### src/rtl/intersection_pkg.sv
// Shared encodings for the intersection scheduler, light_controller and their benches.
package intersection_pkg;

    typedef enum logic [2:0] {
        S_NS_GRN   = 3'd0,
        S_NS_YEL   = 3'd1,
        S_AR_TO_EW = 3'd2,
        S_EW_GRN   = 3'd3,
        S_EW_YEL   = 3'd4,
        S_AR_TO_NS = 3'd5
    } state_e;

    localparam logic [1:0] LT_RED = 2'd0;
    localparam logic [1:0] LT_YEL = 2'd1;
    localparam logic [1:0] LT_GRN = 2'd3;

    // Colour shown by one approach, given its own green and yellow states.
    function automatic logic [1:0] light_of(input state_e s, input state_e grn, input state_e yel);
        if (s == grn) return LT_GRN;
        if (s == yel) return LT_YEL;
        return LT_RED;
    endfunction

endpackage

### src/rtl/phase_timer.sv
// Saturating cycle counter for the time spent in the current scheduler phase.
module phase_timer #(
    parameter int unsigned CNT_W = 8
) (
    input  logic             clk,
    input  logic             rst_n,
    input  logic             clear_i,
    output logic [CNT_W-1:0] count_o
);

    logic [CNT_W-1:0] count_q;

    always_ff @(posedge clk or negedge rst_n) begin
        if (!rst_n) begin
            count_q <= '0;
        end else if (clear_i) begin
            count_q <= '0;
        end else if (count_q != '1) begin
            count_q <= count_q + CNT_W'(1);
        end
    end

    assign count_o = count_q;

endmodule

### src/rtl/intersection_scheduler.sv
// Two-approach signal sequencer: demand latches, min/max green, yellow and all-red clearance.
module intersection_scheduler
    import intersection_pkg::*;
#(
    parameter int unsigned CNT_W      = 8,
    parameter int unsigned MIN_GREEN  = 10,
    parameter int unsigned MAX_GREEN  = 40,
    parameter int unsigned YELLOW_CYC = 4,
    parameter int unsigned ALLRED_CYC = 2
) (
    input  logic       clk,
    input  logic       rst_n,
    input  logic       ns_car_i,
    input  logic       ew_car_i,
    output logic [1:0] ns_light_o,
    output logic [1:0] ew_light_o,
    output logic       ns_allow_o,
    output logic       ew_allow_o,
    output logic [2:0] phase_o
);

    localparam logic [CNT_W-1:0] MinLast    = CNT_W'(MIN_GREEN - 1);
    localparam logic [CNT_W-1:0] MaxLast    = CNT_W'(MAX_GREEN - 1);
    localparam logic [CNT_W-1:0] YelLast    = CNT_W'(YELLOW_CYC - 1);
    localparam logic [CNT_W-1:0] AllRedLast = CNT_W'(ALLRED_CYC - 1);

    state_e           state_q, state_d;
    logic             ns_req_q, ns_req_d;
    logic             ew_req_q, ew_req_d;
    logic             changing;
    logic [CNT_W-1:0] timer;

    phase_timer #(
        .CNT_W(CNT_W)
    ) u_phase_timer (
        .clk    (clk),
        .rst_n  (rst_n),
        .clear_i(changing),
        .count_o(timer)
    );

    always_comb begin
        state_d = state_q;
        unique case (state_q)
            S_AR_TO_NS: if (timer == AllRedLast) state_d = S_NS_GRN;
            S_NS_GRN:   if (ew_req_q && timer >= MinLast) state_d = S_NS_YEL;
            S_NS_YEL:   if (timer == YelLast) state_d = S_AR_TO_EW;
            S_AR_TO_EW: if (timer == AllRedLast) state_d = S_EW_GRN;
            // Gap-out on a clear EW approach, or max-out when NS has been waiting.
            S_EW_GRN: begin
                if (timer >= MinLast && (!ew_car_i || (ns_req_q && timer >= MaxLast))) begin
                    state_d = S_EW_YEL;
                end
            end
            S_EW_YEL:   if (timer == YelLast) state_d = S_AR_TO_NS;
            default:    state_d = S_AR_TO_NS;
        endcase
        changing = (state_d != state_q);

        // Entry to an approach's green clears its demand, even against a same-cycle arrival.
        ns_req_d = ns_req_q;
        if (ns_car_i && state_q != S_NS_GRN) ns_req_d = 1'b1;
        if (changing && state_d == S_NS_GRN) ns_req_d = 1'b0;
        ew_req_d = ew_req_q;
        if (ew_car_i && state_q != S_EW_GRN) ew_req_d = 1'b1;
        if (changing && state_d == S_EW_GRN) ew_req_d = 1'b0;
    end

    always_ff @(posedge clk or negedge rst_n) begin
        if (!rst_n) begin
            state_q    <= S_AR_TO_NS;
            ns_req_q   <= 1'b0;
            ew_req_q   <= 1'b0;
            ns_light_o <= LT_RED;
            ew_light_o <= LT_RED;
            ns_allow_o <= 1'b0;
            ew_allow_o <= 1'b0;
            phase_o    <= S_AR_TO_NS;
        end else begin
            state_q    <= state_d;
            ns_req_q   <= ns_req_d;
            ew_req_q   <= ew_req_d;
            ns_light_o <= light_of(state_d, S_NS_GRN, S_NS_YEL);
            ew_light_o <= light_of(state_d, S_EW_GRN, S_EW_YEL);
            ns_allow_o <= (state_d == S_NS_GRN);
            ew_allow_o <= (state_d == S_EW_GRN);
            phase_o    <= state_d;
        end
    end

    a_one_non_red: assert property (@(posedge clk) disable iff (!rst_n)
        !(ns_light_o != LT_RED && ew_light_o != LT_RED));
    a_ns_allow_own: assert property (@(posedge clk) disable iff (!rst_n)
        ns_allow_o |-> (state_q == S_NS_GRN));
    a_ew_allow_own: assert property (@(posedge clk) disable iff (!rst_n)
        ew_allow_o |-> (state_q == S_EW_GRN));
    a_allred_before_green: assert property (@(posedge clk) disable iff (!rst_n)
        (changing && (state_d == S_NS_GRN || state_d == S_EW_GRN)) |->
        ((state_q == S_AR_TO_NS || state_q == S_AR_TO_EW) && timer == AllRedLast));

endmodule

### config.mk
export PLATFORM = sky130hd
export DESIGN_NAME = intersection_scheduler
export DESIGN_NICKNAME = d
export VERILOG_FILES = /design/src/rtl/intersection_pkg.sv /design/src/rtl/phase_timer.sv /design/src/rtl/intersection_scheduler.sv
export SDC_FILE = /design/constraint.sdc
export NUM_CORES = 1
export LEC_CHECK = 0
export CORE_MARGIN = 2
export CORE_UTILIZATION = 48
export CTS_CLUSTER_SIZE = 10
export DETAILED_ROUTE_END_ITERATION = 6
export PLACE_DENSITY = 0.77
export SYNTH_ARGS = -nofsm -noshare
export SYNTH_HDL_FRONTEND = slang
export SYNTH_SLANG_ARGS = --single-unit
### constraint.sdc
create_clock -name clk -period 2 [get_ports clk]
set_input_delay 0.4 -clock clk [delete_from_list [all_inputs] [get_ports clk]]
set_output_delay 0.4 -clock clk [all_outputs]
set_load 0.02 [all_outputs]
==> run summary <==
Setup crit end kind = flip-flop
Die Span Y = 50.0 um
Primary FF master, synth = dfrtp_1
Max Slew Vio Count = 0
CTS clk-pin slew, worst paths = 0.11 ns
warnings from Yosys = 0
Max Root-Sink Buffers = 2
final non-filler cell total = 166
Root Buffer = clkbuf_4
CP Cell Sequence = ha_2 -> and3b_1 -> o2111a_1 -> a211o_1 -> a2111o_1 -> a211oi_2
largest net degree at the start of global routing = 18
CTS tree = done
post-layout min period = 2.09 ns
Max transition margin = 0.665
vias in the first global route = 951
Routed Antenna Nets = 0
vias = 946
WL/cell = 14.8 um
maximum vdd drop = 1.11 mV
Synth Net Count = 116
power density cells = 1650 nW/um2
RSZ-0062 raised after global routing = yes
dpl cells = 161
Leak Pwr = 0.000611 uW
Synth Register Bits = 17
max-cap viol count = 0
DR iter-0 viols = 26
Synth async-reset ratio = 1.00
measured slew at the worst slew-check pin = 0.497 ns
Num CTS Buffers = 3
first-pass GRT wire length = 4220 um
Setup Skew = 0.00740 ns
Avg Cell Area, Syn = 9.32 um2
final setup violation count = 10
layout cells sized above 1 = 0.266
Clock Latency Late Sink = 0.30 ns
full die area = 2500 um2
Worst Path Arrival = 2.31 ns
number of synthesized flops with an enable pin = 0
total track usage = 0.230
Detailed Routing Iterations Pass 1 = 4
Worst path top cell family by delay = compound AO/OA/AOI/OAI gates
Layout Nets = 147
Worst R2R End = u_phase_timer.count_o[2]$_DFFE_PN0P_
Sink Count = 17
Die Wd = 50.0 um
Placer Congestion = 0.848
drt drc = 0
count of different cell masters after synthesis = 34
# rows = 16
Worst setup SP type = flip-flop
CP required = 2.22 ns
final WL = 2460 um
critical path type = flip-flop to flip-flop
I/O pin cnt = 13
fillers = 152
grt ovf = 0
setup_tns = -0.425 ns
Synth Instances = 109
port bufs = 12
Crit-path slowest cell = a2111o_1
fmax = 478 MHz
status = complete, but fails checks
Worst Path Buf+Inv = 0
crit share post-route = 1.05
Core ar. = 1980 um2
Reg2Reg Depth = 6
Critical Path Fanout Max = 8
Final WS setup = -0.0940 ns
vias per cell = 5.70
Worst Hold Class = input port to async pin
antenna violations before repair = 0
Area Overhead vs Synth = 31.8%
DPL Wire Length = 1810 um
diodes inserted = 0
Initial Util = 0.513
r2r startpoint = u_phase_timer.count_o[0]$_DFFE_PN0P_
failing checks = setup timing
Fin. Hold Viols = 0
FF-to-FF setup slack = -0.09 ns
CTS H-tree lvls = 1
crit-path max cell delay = 0.51 ns
share of the yosys chip area belonging to registers = 0.421
Synth Cell Area = 1020 um2
-- metrics by stage --
stage               setup slack [ns]  hold WS, ns   util  instance area, um2  power [uW]
floorplan                    0.00634        0.104      -                1020        1390
global route                  -0.191        0.444  0.676                1340        2390
CTS                           -0.143        0.412  0.671                1330        2180
finish                       -0.0940        0.401  0.676                1340        2210
global placement             -0.0415        0.523  0.650                1290        1880
detailed placement            -0.118        0.526  0.650                1290        1930
-- sequential cells by signal (all words and copies together) (netlist names) --
| name | count |
|---|---|
| u_phase_timer.count_o | 8 |
| state_q | 3 |
| ew_allow_o | 1 |
| ew_light_o | 1 |
| ew_req_q | 1 |
| ns_allow_o | 1 |
| ns_light_o | 1 |
| ns_req_q | 1 |
-- cell usage in the layout (no fill, tap or decap), drive strengths merged --
| cell | count |
|---|---|
| a2111o | 1 |
| a211o | 1 |
| a211oi | 1 |
| a21oi | 5 |
| a221oi | 1 |
| a2bb2oi | 1 |
| a31oi | 2 |
| a41oi | 2 |
| and2 | 2 |
| and3 | 3 |
| and3b | 2 |
| buf | 20 |
| clkbuf | 4 |
| clkdlybuf4s50 | 10 |
| dfrtp | 15 |
| dfstp | 2 |
| dlygate4sd2 | 2 |
| ha | 3 |
| inv | 10 |
| mux2i | 3 |
| nand2 | 5 |
| nand3 | 2 |
| nand3b | 2 |
| nor2 | 14 |
| nor3 | 6 |
| nor3b | 4 |
| nor4 | 2 |
| nor4b | 1 |
| o2111a | 2 |
| o21ai | 5 |
| o22a | 1 |
| o31ai | 2 |
| xnor2 | 3 |
-- area by class of cell --
type                    instances  area [um2]  share of cell area
inverters                      10        37.5              0.0280
repair buffers                 32         268               0.200
well taps                      27        33.8              0.0252
flip-flops and latches         17         428               0.320
multi-input cells              76         546               0.407
clock buffers                   4        26.3              0.0196
-- cells in the mapped netlist (all sizes together) (3+ instances only) --
cell type | n | area share
ha | 3 | 0.037
a21oi | 5 | 0.025
xnor2 | 3 | 0.026
clkbuf | 4 | 0.015
nor3 | 6 | 0.030
nand2 | 5 | 0.018
mux2i | 3 | 0.030
dfrtp | 15 | 0.37
nor3b | 4 | 0.034
inv | 10 | 0.037
and3 | 3 | 0.018
o21ai | 5 | 0.028
nor2 | 14 | 0.052
-- how the worst max path moves through the flow --
stage                                                 endpoint  cells past startpoint  slack (ns)                            startpoint
after global placement    u_phase_timer.count_o[2]$_DFFE_PN0P_                      6       -0.04  u_phase_timer.count_o[0]$_DFFE_PN0P_
after CTS                 u_phase_timer.count_o[6]$_DFFE_PN0P_                      6       -0.14  u_phase_timer.count_o[0]$_DFFE_PN0P_
after detailed placement  u_phase_timer.count_o[6]$_DFFE_PN0P_                      6       -0.12  u_phase_timer.count_o[0]$_DFFE_PN0P_
final                     u_phase_timer.count_o[2]$_DFFE_PN0P_                      6       -0.09  u_phase_timer.count_o[0]$_DFFE_PN0P_
after global routing                   ew_light_o[0]$_DFF_PN0_                      9       -0.19  u_phase_timer.count_o[1]$_DFFE_PN0P_
after floorplan           u_phase_timer.count_o[6]$_DFFE_PN0P_                      6       0.006  u_phase_timer.count_o[0]$_DFFE_PN0P_
-- layer usage --
layer	share of wire	GRT usage	wire length, um
met5	0	0	0
met4	0.025	0.120	61
met3	0.044	0.0424	109
met2	0.50	0.395	1230
met1	0.43	0.268	1060
-- repair_timing --
action	in CTS	in global routing
hold buffers	0	0
setup endpoints to repair	12	12
setup buffers	1	0
resized for setup	5	3
pin swaps	4	7
-- cells by family after synthesis --
group,share of synthesized area
and+or+nand+nor,0.243
adders and majority gates,0.0369
muxes,0.0296
buffers and inverters,0.0665
DFF,0.421
AOI/OAI and AO/OA,0.177
xor gates and xnor gates,0.0259
-- where the power goes --
| part | internal [uW] | switching [uW] | total (uW) |
|---|---|---|---|
| Combinational | 682 | 709 | 1390 |
| Clock | 77.8 | 120 | 197 |
| Sequential | 488 | 131 | 619 |
| Total | 1250 | 960 | 2210 |
Note: power is estimated with default switching activity, not from simulation.
